<file path="src/rtl/spi_flash_pkg.sv">
// Shared types and constants for the SPI flash read responder.
// States, the read opcode and SPI bit-count widths live here.
package spi_flash_pkg;

   typedef enum logic [2:0] {
      IDLE,
      CMD,
      ADDR,
      FETCH,
      DATA,
      IGNORE
   } state_t;

   localparam logic [7:0] CMD_READ = 8'h03;
   localparam int CMD_BITS = 8;
   localparam int BYTE_BITS = 8;
   localparam int CNT_W = 6;

   typedef logic [CNT_W-1:0] cnt_t;

   localparam cnt_t CNT_ONE = cnt_t'(1);

endpackage

</file>
<file path="src/rtl/spi_edge_sync.sv">
// Brings the SPI pins into the clock domain and detects sck/ss edges.
// ss falling is held off until the chain has flushed after reset.
module spi_edge_sync
   import spi_flash_pkg::*;
#(
   parameter int SYNC_STAGES = 2
) (
   input  logic clock,
   input  logic reset,
   input  logic spi_sck,
   input  logic spi_ss,
   input  logic spi_mosi,
   output logic sck_rise,
   output logic sck_fall,
   output logic ss_rise,
   output logic ss_fall,
   output logic mosi
);

   localparam int MSB = SYNC_STAGES - 1;

   logic [MSB:0] sck_q;
   logic [MSB:0] ss_q;
   logic [MSB:0] mosi_q;
   logic         sck_d;
   logic         ss_d;
   logic [SYNC_STAGES:0] warm;

   always_ff @(posedge clock) begin
      if (reset) begin
         sck_q  <= '0;
         ss_q   <= '1;
         mosi_q <= '0;
         sck_d  <= 1'b0;
         ss_d   <= 1'b1;
         warm   <= '0;
      end else begin
         sck_q  <= {sck_q[SYNC_STAGES-2:0], spi_sck};
         ss_q   <= {ss_q[SYNC_STAGES-2:0], spi_ss};
         mosi_q <= {mosi_q[SYNC_STAGES-2:0], spi_mosi};
         sck_d  <= sck_q[MSB];
         ss_d   <= ss_q[MSB];
         warm   <= {warm[SYNC_STAGES-1:0], 1'b1};
      end
   end

   // A select held low through reset must not look like a new frame.
   assign ss_fall  = warm[SYNC_STAGES] & ss_d & ~ss_q[MSB];
   assign ss_rise  = ss_q[MSB] & ~ss_d;
   assign sck_rise = sck_q[MSB] & ~sck_d;
   assign sck_fall = ~sck_q[MSB] & sck_d;
   assign mosi     = mosi_q[MSB];

endmodule

</file>
<file path="src/rtl/spi_flash_responder.sv">
// SPI mode-0 responder for the 0x03 read command, streaming bytes
// from a 32-bit little-endian word store with next-word fetch.
module spi_flash_responder
   import spi_flash_pkg::*;
#(
   parameter int ADDR_W = 24,
   parameter int SYNC_STAGES = 2
) (
   input  logic              clock,
   input  logic              reset,
   input  logic              spi_sck,
   input  logic              spi_ss,
   input  logic              spi_mosi,
   output logic              spi_miso,
   output logic              mem_ren,
   output logic [ADDR_W-3:0] mem_raddr,
   input  logic [31:0]       mem_rdata,
   input  logic              mem_rvalid,
   output logic              cmd_err,
   output logic              underrun
);

   logic sck_rise;
   logic sck_fall;
   logic ss_rise;
   logic ss_fall;
   logic mosi;

   spi_edge_sync #(
      .SYNC_STAGES(SYNC_STAGES)
   ) u_sync (
      .clock   (clock),
      .reset   (reset),
      .spi_sck (spi_sck),
      .spi_ss  (spi_ss),
      .spi_mosi(spi_mosi),
      .sck_rise(sck_rise),
      .sck_fall(sck_fall),
      .ss_rise (ss_rise),
      .ss_fall (ss_fall),
      .mosi    (mosi)
   );

   state_t            state;
   cnt_t              bit_cnt;
   logic [6:0]        cmd;
   logic [ADDR_W-1:0] addr;
   logic [31:0]       word;
   logic              pending;
   logic              stale;

   logic [7:0]        cmd_shift;
   logic [ADDR_W-1:0] addr_shift;
   logic [ADDR_W-1:0] addr_inc;
   logic [4:0]        bit_sel;
   logic              data_fall;

   assign cmd_shift  = {cmd, mosi};
   assign addr_shift = {addr[ADDR_W-2:0], mosi};
   assign addr_inc   = addr + ADDR_W'(1);
   assign bit_sel    = {addr[1:0], ~bit_cnt[2:0]};
   assign data_fall  = sck_fall & ~ss_rise
                     & ((state == FETCH) | (state == DATA));

   always_ff @(posedge clock) begin
      if (reset) begin
         state     <= IDLE;
         bit_cnt   <= '0;
         cmd       <= '0;
         addr      <= '0;
         word      <= '0;
         pending   <= 1'b0;
         stale     <= 1'b0;
         spi_miso  <= 1'b1;
         mem_ren   <= 1'b0;
         mem_raddr <= '0;
         cmd_err   <= 1'b0;
         underrun  <= 1'b0;
      end else begin
         mem_ren  <= 1'b0;
         cmd_err  <= 1'b0;
         underrun <= 1'b0;
         if (mem_rvalid) begin
            pending <= 1'b0;
            stale   <= 1'b0;
         end
         if (ss_rise) begin
            state    <= IDLE;
            spi_miso <= 1'b1;
         end else begin
            unique case (state)
               IDLE: begin
                  spi_miso <= 1'b1;
                  if (ss_fall) begin
                     state   <= CMD;
                     bit_cnt <= '0;
                  end
               end
               CMD: if (sck_rise) begin
                  cmd     <= cmd_shift[6:0];
                  bit_cnt <= bit_cnt + CNT_ONE;
                  if (bit_cnt == cnt_t'(CMD_BITS - 1)) begin
                     bit_cnt <= '0;
                     if (cmd_shift == CMD_READ) begin
                        state <= ADDR;
                     end else begin
                        state   <= IGNORE;
                        cmd_err <= 1'b1;
                     end
                  end
               end
               ADDR: if (sck_rise) begin
                  addr    <= addr_shift;
                  bit_cnt <= bit_cnt + CNT_ONE;
                  if (bit_cnt == cnt_t'(ADDR_W - 1)) begin
                     bit_cnt   <= '0;
                     state     <= FETCH;
                     mem_ren   <= 1'b1;
                     mem_raddr <= addr_shift[ADDR_W-1:2];
                     pending   <= 1'b1;
                  end
               end
               FETCH: if (mem_rvalid) begin
                  // A late reply for a word already passed is refetched.
                  if (stale) begin
                     mem_ren   <= 1'b1;
                     mem_raddr <= addr[ADDR_W-1:2];
                     pending   <= 1'b1;
                  end else begin
                     word  <= mem_rdata;
                     state <= DATA;
                  end
               end
               default: ;
            endcase
            if (data_fall) begin
               if (state == DATA) begin
                  spi_miso <= word[bit_sel];
               end else begin
                  spi_miso <= 1'b1;
                  underrun <= 1'b1;
               end
               bit_cnt <= bit_cnt + CNT_ONE;
               if (bit_cnt[2:0] == 3'(BYTE_BITS - 1)) begin
                  bit_cnt <= '0;
                  addr    <= addr_inc;
                  if (addr[1:0] == 2'd3) begin
                     state <= FETCH;
                     if (!pending || mem_rvalid) begin
                        mem_ren   <= 1'b1;
                        mem_raddr <= addr_inc[ADDR_W-1:2];
                        pending   <= 1'b1;
                        stale     <= 1'b0;
                     end else begin
                        stale <= 1'b1;
                     end
                  end
               end
            end
         end
      end
   end

endmodule

</file>
<file path="config.mk">
export PLATFORM = sky130hd
export DESIGN_NAME = spi_flash_responder
export DESIGN_NICKNAME = d
export VERILOG_FILES = /design/src/rtl/spi_flash_pkg.sv /design/src/rtl/spi_edge_sync.sv /design/src/rtl/spi_flash_responder.sv
export SDC_FILE = /design/constraint.sdc
export NUM_CORES = 1
export LEC_CHECK = 0
export ABC_AREA = 1
export CAP_MARGIN = 20
export CORE_UTILIZATION = 45
export DETAILED_ROUTE_END_ITERATION = 12
export PLACE_DENSITY = 0.66
export SYNTH_ARGS = -nofsm -noshare
export SYNTH_HDL_FRONTEND = slang
export SYNTH_SLANG_ARGS = --single-unit
</file>
<file path="constraint.sdc">
create_clock -name clock -period 4.1 [get_ports clock]
set_clock_uncertainty 0.05 [all_clocks]
set_input_delay 0.82 -clock clock [delete_from_list [all_inputs] [get_ports clock]]
set_output_delay 0.82 -clock clock [all_outputs]
set_load 0.01 [all_outputs]
</file>
==> results of run 1 <==
routing by layer:
| layer | part of all wire [%] | track usage (%) | vias up |
|---|---|---|---|
| met5 | 0 | 0 | - |
| met4 | 1.8 | 8.78 | 0 |
| met1 | 50 | 37.7 | 2729 |
| met3 | 7.8 | 4.99 | 21 |
| li1 | - | - | 3127 |
| met2 | 40 | 37.0 | 232 |
placed cells by master, fill, tap and decap left out:
cell type	count
a211oi_1	1
a21oi_1	53
a31oi_1	1
a41oi_1	1
and3_1	1
buf_4	10
clkbuf_16	9
clkdlybuf4s50_1	63
clkinv_1	4
clkinv_4	1
clkinv_8	3
clkinvlp_4	1
dfxtp_1	111
ha_1	3
inv_1	99
inv_2	5
inv_6	1
inv_8	1
nand2_1	240
nand2_2	6
nand3_1	103
nand3_2	1
nand3b_1	1
nand4_1	17
nor2_1	77
nor2_2	3
nor2_4	1
nor2b_1	1
nor3_1	9
o2111ai_1	3
o211ai_1	15
o21ai_0	90
o21ai_1	2
o221ai_1	5
o22ai_1	16
or2_2	2
xor2_1	11
how the worst min path moves through the flow:
| stage | start | slack [ns] | end |
|---|---|---|---|
| after detailed placement | u_sync.mosi_q[0] | 0.35 | u_sync.mosi_q[1] |
| after global routing | u_sync.sck_q[0] | 0.39 | u_sync.sck_q[1] |
| after CTS | u_sync.mosi_q[0] | 0.36 | u_sync.mosi_q[1] |
| after floorplan | u_sync.mosi_q[0] | 0.34 | u_sync.mosi_q[1] |
| final | u_sync.warm[1] | 0.36 | u_sync.warm[2] |
| after global placement | u_sync.mosi_q[0] | 0.34 | u_sync.mosi_q[1] |
metrics by stage:
stage,total power [W],hold slack (ns),std cells,area (um2),util (%)
after floorplan,0.00115,0.338,926,5950,-
after global placement,0.00120,0.338,1126,6670,52.2
after global routing,0.00215,0.386,1143,6990,54.7
final,0.00208,0.355,1143,6990,54.7
after CTS,0.00209,0.357,1143,6990,54.7
after detailed placement,0.00120,0.345,1127,6680,52.3
cell families after synthesis:
logic type | after synthesis
AO/OA/AOI/OAI | 187
XOR/XNOR | 11
adder cells (fa/ha/maj) | 3
buffers and inverters | 152
flip-flops | 111
AND/OR/NAND/NOR | 462
layout make-up:
cell class	count	area, um2
Clock buffer	9	225
Clock inverter	7	85.1
Fill cell	1279	5780
Inverter	108	405
Multi-Input combinational cell	663	3130
Sequential cell	111	2220
Tap cell	172	215
Timing Repair Buffer	73	706
where the power goes:
part	internal, W	total [W]	switching (W)
Combinational	0.0000447	0.0000908	0.0000461
Clock	0.000436	0.000900	0.000464
Sequential	0.00108	0.00109	0.00000500
Total	0.00156	0.00208	0.000515
registers in the layout (all words and copies together) (netlist names), 3 cells and up:
signal       count
word            32
addr            24
mem_raddr       22
cmd              7
bit_cnt          6
state            3
u_sync.warm      3
Yosys cell counts, types with 2 or more instances:
| master | n | area, um2 |
|---|---|---|
| nand2_1 | 240 | 901 |
| a21oi_1 | 53 | 265 |
| or2_2 | 2 | 12.5 |
| o21ai_1 | 2 | 10.0 |
| nand3_1 | 104 | 521 |
| dfxtp_1 | 111 | 2220 |
| o21ai_0 | 90 | 450 |
| buf_2 | 8 | 40.0 |
| nor2_1 | 77 | 289 |
| buf_1 | 2 | 7.51 |
| o2111ai_1 | 3 | 26.3 |
| inv_1 | 99 | 372 |
| buf_4 | 3 | 22.5 |
| nor3_1 | 9 | 45.0 |
| o221ai_1 | 5 | 43.8 |
| ha_1 | 3 | 37.5 |
| o22ai_1 | 16 | 100 |
| nand4_1 | 17 | 106 |
| o211ai_1 | 15 | 113 |
| nor2_2 | 3 | 18.8 |
| inv_2 | 5 | 18.8 |
| clkinv_1 | 4 | 15.0 |
| nand2_2 | 6 | 37.5 |
| clkbuf_1 | 30 | 113 |
| xor2_1 | 11 | 96.3 |
worst max-delay path, stage by stage, from the launching register on:
cell and delay [ns]:
dfxtp_1 0.47, ha_1 0.30, nand2_1 0.09, nor2_1 0.10
nand2_2 0.22, nor2_2 0.07, nor2_1 0.77, nand2_1 0.29
nand2_2 0.25, nand3_1 0.09, o21ai_1 0.08
==> impl_metrics.csv, run 1 <==
group,metric,value,unit
status,status,"complete, no violations",
synthesis,synth_edf_count,0,
cts,clkLatencyLatePin,0.37,ns
finish,drive_above_1_share,4.53,%
synthesis,yosysSeqAreaShare,37.4,%
cts,cts_buffers,9,
critical_path,path_max_fanout,12,
synthesis,post_synth_xor_area_fraction,1.62,%
cts,cts_hold_repair.buffers,0,
critical_path,r2r_cells,10,
critical_path,worstSetupPathType,"reg -> reg",
drt,routed_via_density,5.34,
synthesis,synth-compound-area-share,17.3,%
die,ios,64,
grt,grt_start_max_net_pins,65,
die,rows,41,
synthesis,synthFlopType,"dfxtp_1",
die,die_y,117,um
synthesis,synth_fa_ha_area_share,0.631,%
sta,setup_ws,1.25,ns
min_path,min_path_type,"reg -> reg",
cts,cts.sinks,111,
grt,grt_pass1_vias,5393,
synthesis,synthDistinctLibCells,33,
drt,first_iter_violations,567,
synthesis,syn_inst,926,
cts,cts.repair.resized,0,
die,core,12800,um2
die,start_util,46.6,%
sta,max-slew-margin-rel,34.4,%
critical_path,end_kind,"flip-flop",
cts,htreeDepth,3,
pwr,p_leak,2.73,nW
critical_path,startpoint,"bit_cnt[1]",
place,dpl.hpwl,11000,um
synthesis,synth_top_family_by_area,"simple AND/OR/NAND/NOR gates",
pwr,p_per_area,297,nW/um2
die,fp.dieW,117,um
synthesis,muxShareOfSynthArea,0,%
critical_path,rr_startpoint,"bit_cnt[1]",
critical_path,worstPathArrival,3.10,ns
drt,ant_nets,0,
sta,rsz0062_at_grt,"no",
cts,cts_tree,"done",
drt,drt_pre_antenna_iters,7,
drt,wl_per_cell,14.6,um
synthesis,avgSynthCellArea,6.42,um2
critical_path,reg2reg_slack,1.25,ns
drt,drt_wl_total,16600,um
synthesis,synthArstFlopShare,0,%
place,gp_congestion,0.872,
critical_path,start_kind,"flip-flop",
grt,grt_usage,25.6,%
synthesis,syn_area,5950,um2
place,io_buffers,63,
cts,cts_setup_buffers,0,
job,cap_violations,0,
critical_path,crit_path_end,"mem_raddr[2]",
grt,globalRouteOverflowTotal,0,
synthesis,yosysWarnings,0,
finish,areaGrowthSynthToFinish,17.5,%
drt,drc,0,
cts,cts_buffer_depth,2,
grt,antenna_found_initial,0,
cts,root_buffer,"clkbuf_16",
synthesis,ys_ff_latch,111,
sta,period_needed,2.85,ns
pwr,peakVddDrop,0.000287,V
drt,vias,6109,
critical_path,timing.rr.end,"mem_raddr[2]",
min_path,min_delay_path_depth,2,
cts,clkTransAtPathRegs,0.08,ns
finish,antenna_cells,0,
sta,tightestPinTransition,0.980,ns
die,design.die.area,13700,um2
finish,layout.nets,1007,
sta,max_clock_freq,0.351,GHz
grt,grt_pass1_wl,27200,um
sta,setup_violations,0,
synthesis,syn-num-nets,967,
place,place_ws,0.992,ns
sta,slew_violations,0,
sta,tns,0,ns
sta,hold_violations,0,
sta,final.period_utilization,69.4,%
synthesis,synth-simple-area-share,33.0,%
critical_path,required,4.35,ns
Power figures use the tool's default switching activity.
==> run 2, diff against run 1 <==
--- a/config.mk
+++ b/config.mk
@@ -9,7 +9,7 @@
 export CAP_MARGIN = 20
 export CORE_UTILIZATION = 45
 export DETAILED_ROUTE_END_ITERATION = 12
-export PLACE_DENSITY = 0.66
+export PLACE_DENSITY = 0.68
 export SYNTH_ARGS = -nofsm -noshare
 export SYNTH_HDL_FRONTEND = slang
 export SYNTH_SLANG_ARGS = --single-unit
==> constraint.sdc (replaced) <==
create_clock -name clock -period 2.6 [get_ports clock]
set_clock_uncertainty 0.05 [all_clocks]
set_input_delay 0.52 -clock clock [delete_from_list [all_inputs] [get_ports clock]]
set_output_delay 0.52 -clock clock [all_outputs]
set_load 0.01 [all_outputs]
==> run 2 against run 1 <==
Sequential power up 57%. Register-to-register slack worse by 0.88 ns. Cell count up 1.2%. Cell area up 1.3%. Power up 55%. Maximum frequency up 28%. Setup slack worse by 0.88 ns. Die area unchanged. Combinational power up 65%. Sequential share of layout area down 0.41 points. Clock power up 50%. Routed wire length down 0.99%. Critical path type unchanged.
==> impl_metrics.csv, run 2 (synthesized netlist as in run 1, its figures left out) <==
group,metric,value,unit
status,status,"complete, no violations",
sta,tightestPinTransition,0.595,ns
finish,reg.largest.list,"word: 32 flops, addr: 24 flops, mem_raddr: 22 flops",
pwr,peakVddDrop,0.000326,V
critical_path,worstPathArrival,2.44,ns
critical_path,end_kind,"flip-flop",
die,die_y,117,um
drt,routed_via_density,5.30,
drt,first_iter_violations,582,
sta,max_clock_freq,0.449,GHz
finish,fin_area,7080,um2
cts,cts_buffer_depth,2,
drt,vias,6136,
die,design.die.area,13700,um2
critical_path,worstSetupPathType,"reg -> reg",
sta,slew_violations,0,
sta,hold_violations,0,
finish,drive_above_1_share,5.79,%
critical_path,rr_startpoint,"bit_cnt[1]",
grt,globalRouteOverflowTotal,0,
sta,rsz0062_at_grt,"no",
place,dpl.hpwl,11300,um
sta,tns,0,ns
grt,grt_use_met1,38.1,%
critical_path,startpoint,"bit_cnt[1]",
cts,cts_tree,"done",
drt,wl_per_cell,14.2,um
drt,drt_pre_antenna_iters,6,
critical_path,timing.rr.end,"mem_raddr[8]",
job,cap_violations,0,
sta,final.period_utilization,85.7,%
cts,root_buffer,"clkbuf_16",
pwr,p_per_area,454,nW/um2
finish,areaGrowthSynthToFinish,19.1,%
sta,max-slew-margin-rel,60.1,%
grt,busiest_layer,"met1",
finish,mostFrequentLayoutCell,"nand2_1",
die,fp.dieW,117,um
critical_path,required,2.81,ns
finish,antenna_cells,0,
cts,cts_hold_repair.buffers,0,
cts,clkLatencyLatePin,0.36,ns
place,io_buffers,63,
min_path,min_from,"u_sync.warm[1]",
grt,grt_use_met3,4.27,%
finish,layout.nets,1021,
finish,largest_reg_flops,32,
grt,grt_start_max_net_pins,65,
drt,drc,0,
critical_path,crit_path_end,"mem_raddr[8]",
sta,setup_violations,0,
cts,cts.sinks,111,
pwr,p_leak,2.80,nW
grt,grt_pass1_vias,5247,
cts,cts_buffers,9,
critical_path,r2r_cells,11,
finish,top_register,"word",
cts,clkTransAtPathRegs,0.08,ns
sta,period_needed,2.23,ns
min_path,min_path_type,"reg -> reg",
place,gp_congestion,0.926,
grt,grt_pass1_wl,27000,um
die,ios,64,
cts,cts.repair.resized,0,
cts,cts_setup_buffers,0,
drt,ant_nets,0,
grt,antenna_found_initial,0,
finish,layout_common_cells,"nand2_1, dfxtp_1, nand3_1",
critical_path,path_max_fanout,11,
drt,drt_wl_total,16500,um
cts,htreeDepth,3,
die,start_util,46.6,%
grt,grt_usage,25.5,%
critical_path,reg2reg_slack,0.37,ns
grt,globalRouteMet2Util,37.1,%
die,core,12800,um2
place,postPlaceCellArea,6800,um2
die,rows,41,
critical_path,start_kind,"flip-flop",
run 2: cell count changes in the layout (fill, tap and decap cells not counted):
cell	delta
buf_4	+13
clkinv_8	-3
buf_12	+1
clkbuf_1	+1
clkbuf_8	+1
clkinv_2	+1
run 2: through the flow:
| stage | utilization [%] | instances | worst slack [ns] | power [W] | hold slack, ns |
|---|---|---|---|---|---|
| after floorplan | - | 926 | 0.816 | 0.00182 | 0.338 |
| after global placement | 53.2 | 1141 | 0.329 | 0.00190 | 0.341 |
| after global routing | 55.4 | 1157 | 0.155 | 0.00333 | 0.386 |
| after CTS | 55.4 | 1157 | 0.403 | 0.00324 | 0.356 |
| after detailed placement | 53.2 | 1141 | 0.382 | 0.00190 | 0.345 |
| final | 55.4 | 1157 | 0.372 | 0.00322 | 0.355 |
run 2: how the worst min path moves through the flow:
stage | endpoint | slack, ns | cells after the start
2_1_floorplan | u_sync.mosi_q[1] | 0.34 | 2
3_3_place_gp | u_sync.warm[2] | 0.34 | 2
3_5_place_dp | u_sync.warm[2] | 0.34 | 2
4_1_cts | u_sync.warm[2] | 0.36 | 2
5_1_grt | u_sync.sck_q[1] | 0.39 | 2
6_report | u_sync.warm[2] | 0.36 | 2
run 2: layout make-up:
cell class | instances | area [um2]
clock buffer | 11 | 243
clock inverter | 5 | 41.3
fill | 1259 | 5690
inverter | 108 | 405
multi-input combinational | 663 | 3130
sequential | 111 | 2220
tap | 172 | 215
timing repair buffer | 87 | 823
run 2: worst max-delay path: stages, from the launching register on:
cell and delay [ns]:
dfxtp_1 0.34, ha_1 0.20, nand2_1 0.08, nor2_1 0.29
nand2_2 0.24, nor2_2 0.25, nor2_1 0.10, buf_4 0.20
nand2_1 0.09, o2111ai_1 0.13, nand2_1 0.10, nand2_1 0.05
run 2: power breakdown:
group | total, W | internal, W | switching, W | leakage, nW
clock | 0.00135 | 0.000688 | 0.000664 | 0.138
combinational | 0.000150 | 0.0000746 | 0.0000759 | 1.76
sequential | 0.00171 | 0.00171 | 0.00000523 | 0.896
run 2: metal layers:
layer  up-vias  wire (um)  part of all wire (%)
li1       3160          -                     -
met1      2746       8390                    51
met2       213       6670                    40
met3        17       1210                   7.3
met4         0        212                   1.3
met5         -          0                     0
